**src/rtl/uart_buf_pkg.sv**
```systemverilog
// ---------------------------------------------------------------------------
// uart_buf_pkg
// Definitions that the UART receive and transmit byte/word paths share.
// It holds the word geometry, the word and byte-index types, and the index
// of the last byte in a word.
// ---------------------------------------------------------------------------
package uart_buf_pkg;

    localparam int BYTES_PER_WORD = 4;
    localparam int WORD_W         = 32;

    typedef logic [WORD_W-1:0] word_t;
    typedef logic [1:0]        byte_idx_t;

    // Index of the byte that completes a word.
    localparam byte_idx_t LAST_BYTE_IDX = byte_idx_t'(BYTES_PER_WORD - 1);

endpackage

```
**src/rtl/receiver_buffer2_word_fifo.sv**
```systemverilog
// ---------------------------------------------------------------------------
// word_fifo
// Synchronous show-ahead FIFO with 2**NUM entries of W bits each.
// The head word is held in a register. The output therefore has no
// combinational path from the inputs, and it keeps the last word after the
// FIFO drains.
//
// Ports:
//   clk    in   clock, rising edge
//   rst_n  in   asynchronous active-low reset
//   push   in   write din at the tail. It is accepted when not full, or when
//               full and a pop happens in the same cycle.
//   pop    in   advance the head. It is ignored when empty.
//   din    in   W-bit word to write
//   dout   out  registered head word
//   count  out  number of stored words, 0..2**NUM
//   full   out  count == 2**NUM
//   empty  out  count == 0
// ---------------------------------------------------------------------------
module word_fifo #(
    parameter int NUM = 5,
    parameter int W   = 32
) (
    input  logic           clk,
    input  logic           rst_n,
    input  logic           push,
    input  logic           pop,
    input  logic [W-1:0]   din,
    output logic [W-1:0]   dout,
    output logic [NUM:0]   count,
    output logic           full,
    output logic           empty
);

    localparam int           DEPTH      = 1 << NUM;
    localparam logic [NUM:0] FULL_COUNT = (NUM+1)'(DEPTH);

    logic [W-1:0]   r_mem [DEPTH];
    logic [NUM-1:0] r_head;
    logic [NUM-1:0] r_tail;
    logic [NUM:0]   r_count;
    logic [W-1:0]   r_dout;

    logic           w_doPop;
    logic           w_doPush;
    logic [NUM-1:0] w_nextHead;
    logic [NUM:0]   w_nextCount;
    logic [W-1:0]   w_doutNext;

    assign full  = (r_count == FULL_COUNT);
    assign empty = (r_count == '0);
    assign count = r_count;
    assign dout  = r_dout;

    // A full FIFO can accept a push only when the pop frees a slot in the
    // same cycle.
    assign w_doPop     = pop && !empty;
    assign w_doPush    = push && (!full || w_doPop);
    assign w_nextHead  = r_head + NUM'(w_doPop);
    assign w_nextCount = r_count + (NUM+1)'(w_doPush) - (NUM+1)'(w_doPop);

    // The head slot is written in this same cycle exactly when the tail meets
    // the next head. That happens on a push into an empty FIFO, or on a
    // push+pop at count 1. In both cases the new word bypasses the memory.
    // When the FIFO drains, the old head word stays on the output.
    always_comb begin
        w_doutNext = r_dout;
        if (w_doPush && (r_tail == w_nextHead))
            w_doutNext = din;
        else if (w_nextCount != '0)
            w_doutNext = r_mem[w_nextHead];
    end

    // The storage array has no reset because the contents are qualified
    // by count.
    always_ff @(posedge clk) begin
        if (w_doPush)
            r_mem[r_tail] <= din;
    end

    // Pointers wrap naturally modulo the depth. Full and empty come from
    // count.
    always_ff @(posedge clk or negedge rst_n) begin
        if (!rst_n) begin
            r_head  <= '0;
            r_tail  <= '0;
            r_count <= '0;
            r_dout  <= '0;
        end else begin
            r_head  <= w_nextHead;
            r_count <= w_nextCount;
            r_dout  <= w_doutNext;
            if (w_doPush)
                r_tail <= r_tail + NUM'(1);
        end
    end

endmodule

```
**src/rtl/receiver_buffer2.sv**
```systemverilog
// ---------------------------------------------------------------------------
// receiver_buffer2
// Receive-side byte-to-word packer. Bytes from the UART are packed MSB-first
// into 32-bit words, so the first byte lands in [31:24]. Completed words are
// queued in a 2**NUM-entry FIFO that the core pops. The UART cannot be
// stalled, so a word that completes while the FIFO is full and not being
// popped is dropped, and the sticky overflow flag records the drop.
//
// Ports:
//   CLK             in   clock, rising edge
//   reset           in   asynchronous active-low reset
//   rx_data[7:0]    in   received byte, qualified by rx_valid
//   rx_valid        in   one-cycle strobe per byte
//   resync          in   abandon the partially assembled word. It wins over
//                        rx_valid.
//   pop             in   consume the head word. It is ignored when empty.
//   clear_overflow  in   clear the sticky overflow flag
//   data[31:0]      out  head word, show-ahead, held when empty
//   valid           out  FIFO not empty
//   count[NUM:0]    out  number of queued words
//   overflow        out  sticky: a completed word was dropped
//   partial         out  the assembler holds 1..3 bytes
// ---------------------------------------------------------------------------
module receiver_buffer2
    import uart_buf_pkg::*;
#(
    parameter int NUM = 5
) (
    input  logic         CLK,
    input  logic         reset,
    input  logic [7:0]   rx_data,
    input  logic         rx_valid,
    input  logic         resync,
    input  logic         pop,
    input  logic         clear_overflow,
    output word_t        data,
    output logic         valid,
    output logic [NUM:0] count,
    output logic         overflow,
    output logic         partial
);

    // Only the first three bytes need storage. The fourth byte goes
    // straight into the pushed word.
    logic [WORD_W-9:0] r_asm;
    byte_idx_t         r_byteIdx;
    logic              r_overflow;

    logic  w_byteAccept;
    logic  w_wordDone;
    logic  w_drop;
    word_t w_word;
    logic  w_full;
    logic  w_empty;

    assign w_byteAccept = rx_valid && !resync;
    assign w_wordDone   = w_byteAccept && (r_byteIdx == LAST_BYTE_IDX);
    assign w_word       = {r_asm, rx_data};

    // Drop only when full and no pop frees a slot. The pop is effective
    // whenever the FIFO is full, because full implies not empty.
    assign w_drop = w_wordDone && w_full && !(pop && !w_empty);

    word_fifo #(
        .NUM (NUM),
        .W   (WORD_W)
    ) u_fifo (
        .clk   (CLK),
        .rst_n (reset),
        .push  (w_wordDone),
        .pop   (pop),
        .din   (w_word),
        .dout  (data),
        .count (count),
        .full  (w_full),
        .empty (w_empty)
    );

    assign valid    = !w_empty;
    assign overflow = r_overflow;
    assign partial  = (r_byteIdx != '0);

    // Byte assembler. resync drops any byte in the same cycle. The index
    // wraps to 0 after the fourth byte, whether or not the word was queued.
    always_ff @(posedge CLK or negedge reset) begin
        if (!reset) begin
            r_asm     <= '0;
            r_byteIdx <= '0;
        end else if (resync) begin
            r_byteIdx <= '0;
        end else if (rx_valid) begin
            case (r_byteIdx)
                2'd0:    r_asm[23:16] <= rx_data;
                2'd1:    r_asm[15:8]  <= rx_data;
                2'd2:    r_asm[7:0]   <= rx_data;
                default: ;
            endcase
            r_byteIdx <= r_byteIdx + byte_idx_t'(1);
        end
    end

    // Sticky overflow. A drop in the same cycle as a clear leaves it set.
    always_ff @(posedge CLK or negedge reset) begin
        if (!reset)
            r_overflow <= 1'b0;
        else if (w_drop)
            r_overflow <= 1'b1;
        else if (clear_overflow)
            r_overflow <= 1'b0;
    end

endmodule

```
**config.mk**
```make
export PLATFORM = sky130hd
export DESIGN_NAME = receiver_buffer2
export DESIGN_NICKNAME = d
export VERILOG_FILES = /design/src/rtl/uart_buf_pkg.sv /design/src/rtl/receiver_buffer2_word_fifo.sv /design/src/rtl/receiver_buffer2.sv
export SDC_FILE = /design/constraint.sdc
export NUM_CORES = 1
export LEC_CHECK = 0
export ABC_AREA = 1
export BUFFER_PORTS_ARGS = -buffer_cell sky130_fd_sc_hd__buf_4
export CORE_ASPECT_RATIO = 2
export CORE_MARGIN = 1.5
export CORE_UTILIZATION = 45
export DETAILED_ROUTE_END_ITERATION = 6
export GPL_TIMING_DRIVEN = 0
export PLACE_DENSITY = 0.61
export SLEW_MARGIN = 20
export SYNTH_ARGS = -nofsm -noshare
export SYNTH_HDL_FRONTEND = slang
export SYNTH_SLANG_ARGS = --single-unit
```
**constraint.sdc**
```tcl
create_clock -name CLK -period 6.9 [get_ports CLK]
set_clock_uncertainty 0.2 [all_clocks]
set_input_delay 0.345 -clock CLK [delete_from_list [all_inputs] [get_ports CLK]]
set_output_delay 0.345 -clock CLK [all_outputs]
set_load 0.05 [all_outputs]
```
==> results.sh <==
export IMPL_track_usage=0.300
export IMPL_avgRoutedWirePerCell_um=26.7
export IMPL_endpoint_kind="register"
export IMPL_crit_path_top_delay_cell="clkbuf_1"
export IMPL_die_h_um=466
export IMPL_crit_chain="inv_1 -> ha_1 -> nand3_2 -> nand3_2 -> buf_2 -> buf_2 -> buf_1 -> inv_1 -> ha_1 -> clkbuf_1 -> inv_1 -> clkbuf_1 -> buf_1 -> nand3_1 -> nand3_1 -> nand3_1 -> nand3_1 -> nand3_1 -> a21oi_1"
export IMPL_cts_tree="done"
export IMPL_hold_slack_ps=53.0
export IMPL_viasPerCell=5.59
export IMPL_cts_resized=0
export IMPL_rows=169
export IMPL_layout_min_cycle_time_ps=6390
export IMPL_intPower_w=0.0132
export IMPL_clockBufferDepth=3
export IMPL_synth_compound_area_share=0.00711
export IMPL_synth_xor_area_frac=0.00332
export IMPL_max_stage_delay_ps=850
export IMPL_vias=33900
export IMPL_drt_iter0_markers=3442
export IMPL_rsz0062_at_grt="no"
export IMPL_yosysMostFrequentCell="nand3_1"
export IMPL_synth_cell_types=30
export IMPL_ioPinCount=55
export IMPL_synth_yosys_seq_area_share=0.677
export IMPL_pwr_share_clk=0.246
export IMPL_yosys_top_cells_area="edfxtp_1 (64%), nand3_1 (11%), nand2_1 (6.2%)"
export IMPL_syn_area_um2=48200
export IMPL_pwr_share_comb=0.395
export IMPL_hold_violations=0
export IMPL_postSynthCellCount=4401
export IMPL_clock_latency_ps=710
export IMPL_ant_nets=0
export IMPL_clock_sinks=1099
export IMPL_powerDensity_nw_per_um2=416
export IMPL_dp_hpwl_um=116000
export IMPL_drive_above_1_share=0.0849
export IMPL_swShare=0.427
export IMPL_async_flop_share=0.0682
export IMPL_clock_root_buffer="clkbuf_16"
export IMPL_grt_pass1_wl_um=230000
export IMPL_maxSlewViolCount=0
export IMPL_htreeDepth=3
export IMPL_clk_pin_slew_worst_paths_ps=70
export IMPL_relSlewSlack=0.203
export IMPL_synth_top_area_share=0.638
export IMPL_nets=4651
export IMPL_grt_start_max_net_pins=76
export IMPL_synth_area_per_cell_um2=11.0
export IMPL_status="finished, violations left"
export IMPL_synth_top_family_by_area="simple AND/OR/NAND/NOR gates"
export IMPL_post_cts_buffers=0
export IMPL_startpoint_type="register"
export IMPL_crit_required_ps=7330
export IMPL_drc_errors=17
export IMPL_worstMarginPinSlew_ps=1200
export IMPL_crit_top_cell="nand3_1"
export IMPL_leakage_nw=21.6
export IMPL_cts_buffers=93
export IMPL_violations="DRC"
export IMPL_wirelength_um=162000
export IMPL_pre_cts_slack_ps=749
export IMPL_core_um2=106000
export IMPL_crit_type="register to register"
export IMPL_synthSimpleGateAreaFrac=0.234
export IMPL_cts_hold_buffers=16
export IMPL_grt_overflow=0
export IMPL_die_w_um=234
export IMPL_yosysTopAreaCell="edfxtp_1"
export IMPL_synth_edff_count=1024
export IMPL_dpl_instance_area_um2=51700
export IMPL_area_growth_pct=14.3
export IMPL_gp_congestion=0.977
export IMPL_finalSetupViolCount=0
export IMPL_fin_ws_ps=505
export IMPL_port_buffers=54
export IMPL_ys_warn_count=0
export IMPL_hp_class="input pin to asynchronous set/reset pin"
export IMPL_cap_viol_max_count=0
export IMPL_initial_utilization=0.454
export IMPL_cp_arrival_ps=6820
export IMPL_ys_ff_latch=1099
export IMPL_syn_nets=4433
export IMPL_antenna_found_initial=4
export IMPL_cp_num_buf_inv=9
export IMPL_cp_max_fo=10
export IMPL_synth_fa_ha_area_frac=0.00483
export IMPL_fin_crit_sh=0.927
export IMPL_dr_pass1_iters=7
export IMPL_first_global_vias=34500
export IMPL_dieArea_um2=109000
export IMPL_p_sw_w=0.00978
export IMPL_yosys_most_used_dff="edfxtp_1"
export IMPL_seqPwrFrac=0.359
export IMPL_fmax_mhz=156
export IMPL_yosys_mux_area_fraction=0
export IMPL_design_area_um2=55100
export IMPL_vdd_ir_drop_worst_mv=0.236
export IMPL_cp_top_family="buffers and inverters"
export IMPL_synth_common_cells="nand3_1 (1052), edfxtp_1 (1024), nand2_1 (798)"
==> worst paths after layout <==
check,from,end,slack [ps],cells past startpoint
worst max-delay path,u_fifo.count[3],u_fifo.dout[5],510,19
worst min-delay path,reset,u_fifo.count[4],50,2
worst max register to register,u_fifo.count[3],u_fifo.dout[5],510,19
worst min register to register,u_fifo.dout[10],u_fifo.dout[10],290,2
max in group asynchronous,reset,u_fifo.dout[28],5840,2
min in group CLK,u_fifo.dout[10],u_fifo.dout[10],290,2
==> per-layer routing <==
metal / routed length [um] / GRT usage / vias to the layer above
met1: 50100 / 0.289 / 16400
met3: 9070 / 0.0390 / 566
met4: 17100 / 0.269 / 0
met5: 0 / 0 / -
li1: - / - / 15400
met2: 85700 / 0.547 / 1533
==> worst register-to-register path: stages, from the launching register on <==
cell and delay, ps:
dfrtp_1 410, inv_1 90, ha_1 180, nand3_2 130, nand3_2 220, buf_2 370
buf_2 430, buf_1 470, inv_1 180, ha_1 330, clkbuf_1 220, inv_1 170
clkbuf_1 850, buf_1 840, nand3_1 180, nand3_1 250, nand3_1 110, nand3_1 330
nand3_1 190, a21oi_1 150
==> cell usage in the layout (no fill, tap or decap), types with 22 or more instances in the layout <==
cell type,count
buf_1,54
buf_12,22
buf_16,24
buf_2,75
buf_4,56
clkbuf_1,169
clkbuf_16,96
dfrtp_1,51
dfrtp_2,24
edfxtp_1,1024
inv_1,636
nand2_1,798
nand3_1,1052
nand3b_1,362
nor2_1,27
nor2_4,32
o21ai_0,27
==> power groups by stage <==
stage | registers [W] | logic (W) | clock network [W]
floorplan | 0.00864 | 0.00439 | 0
global placement | 0.00862 | 0.00836 | 0
detailed placement | 0.00837 | 0.00882 | 0
CTS | 0.00822 | 0.00887 | 0.00567
global route | 0.00825 | 0.00951 | 0.00590
finish | 0.00823 | 0.00907 | 0.00564
==> area by class of cell <==
class,instances,area [um^2]
Timing Repair Buffer,123,1710
Antenna cell,2,5.00
Tap cell,1368,1710
Clock buffer,117,2550
Fill cell,9313,51000
Buffer,284,1160
Multi-Input combinational cell,2377,12200
Clock inverter,57,657
Inverter,641,2410
Sequential cell,1099,32700
==> cells by family (layout without fill, tap and decap cells) <==
| kind of cell | count (synthesis) | in the layout |
|---|---|---|
| AO/OA/AOI/OAI | 65 | 65 |
| XOR/XNOR | 14 | 14 |
| adder cells (fa/ha/maj) | 18 | 18 |
| buffers and inverters | 925 | 1222 |
| flip-flops | 1099 | 1099 |
| other | 0 | 2 |
| AND/OR/NAND/NOR | 2280 | 2280 |
==> sequential cells by signal (all words and copies together) (netlist names) <==
| name | cells |
|---|---|
| overflow | 1 |
| u_fifo.r_mem | 1024 |
| u_fifo.dout | 32 |
| r_asm | 24 |
| u_fifo.r_head | 5 |
| u_fifo.count | 6 |
| r_byteIdx | 2 |
| u_fifo.r_tail | 5 |
==> metrics by stage <==
stage                     cells  TNS, ps   util  power [W]
after floorplan            4401        0      -     0.0130
after global placement     5823   -64290  0.474     0.0170
after detailed placement   5876        0  0.487     0.0172
after CTS                  6066        0  0.519     0.0228
after global routing       6067        0  0.519     0.0237
final                      6068        0  0.519     0.0229
Note: power is estimated with default switching activity, not from simulation.
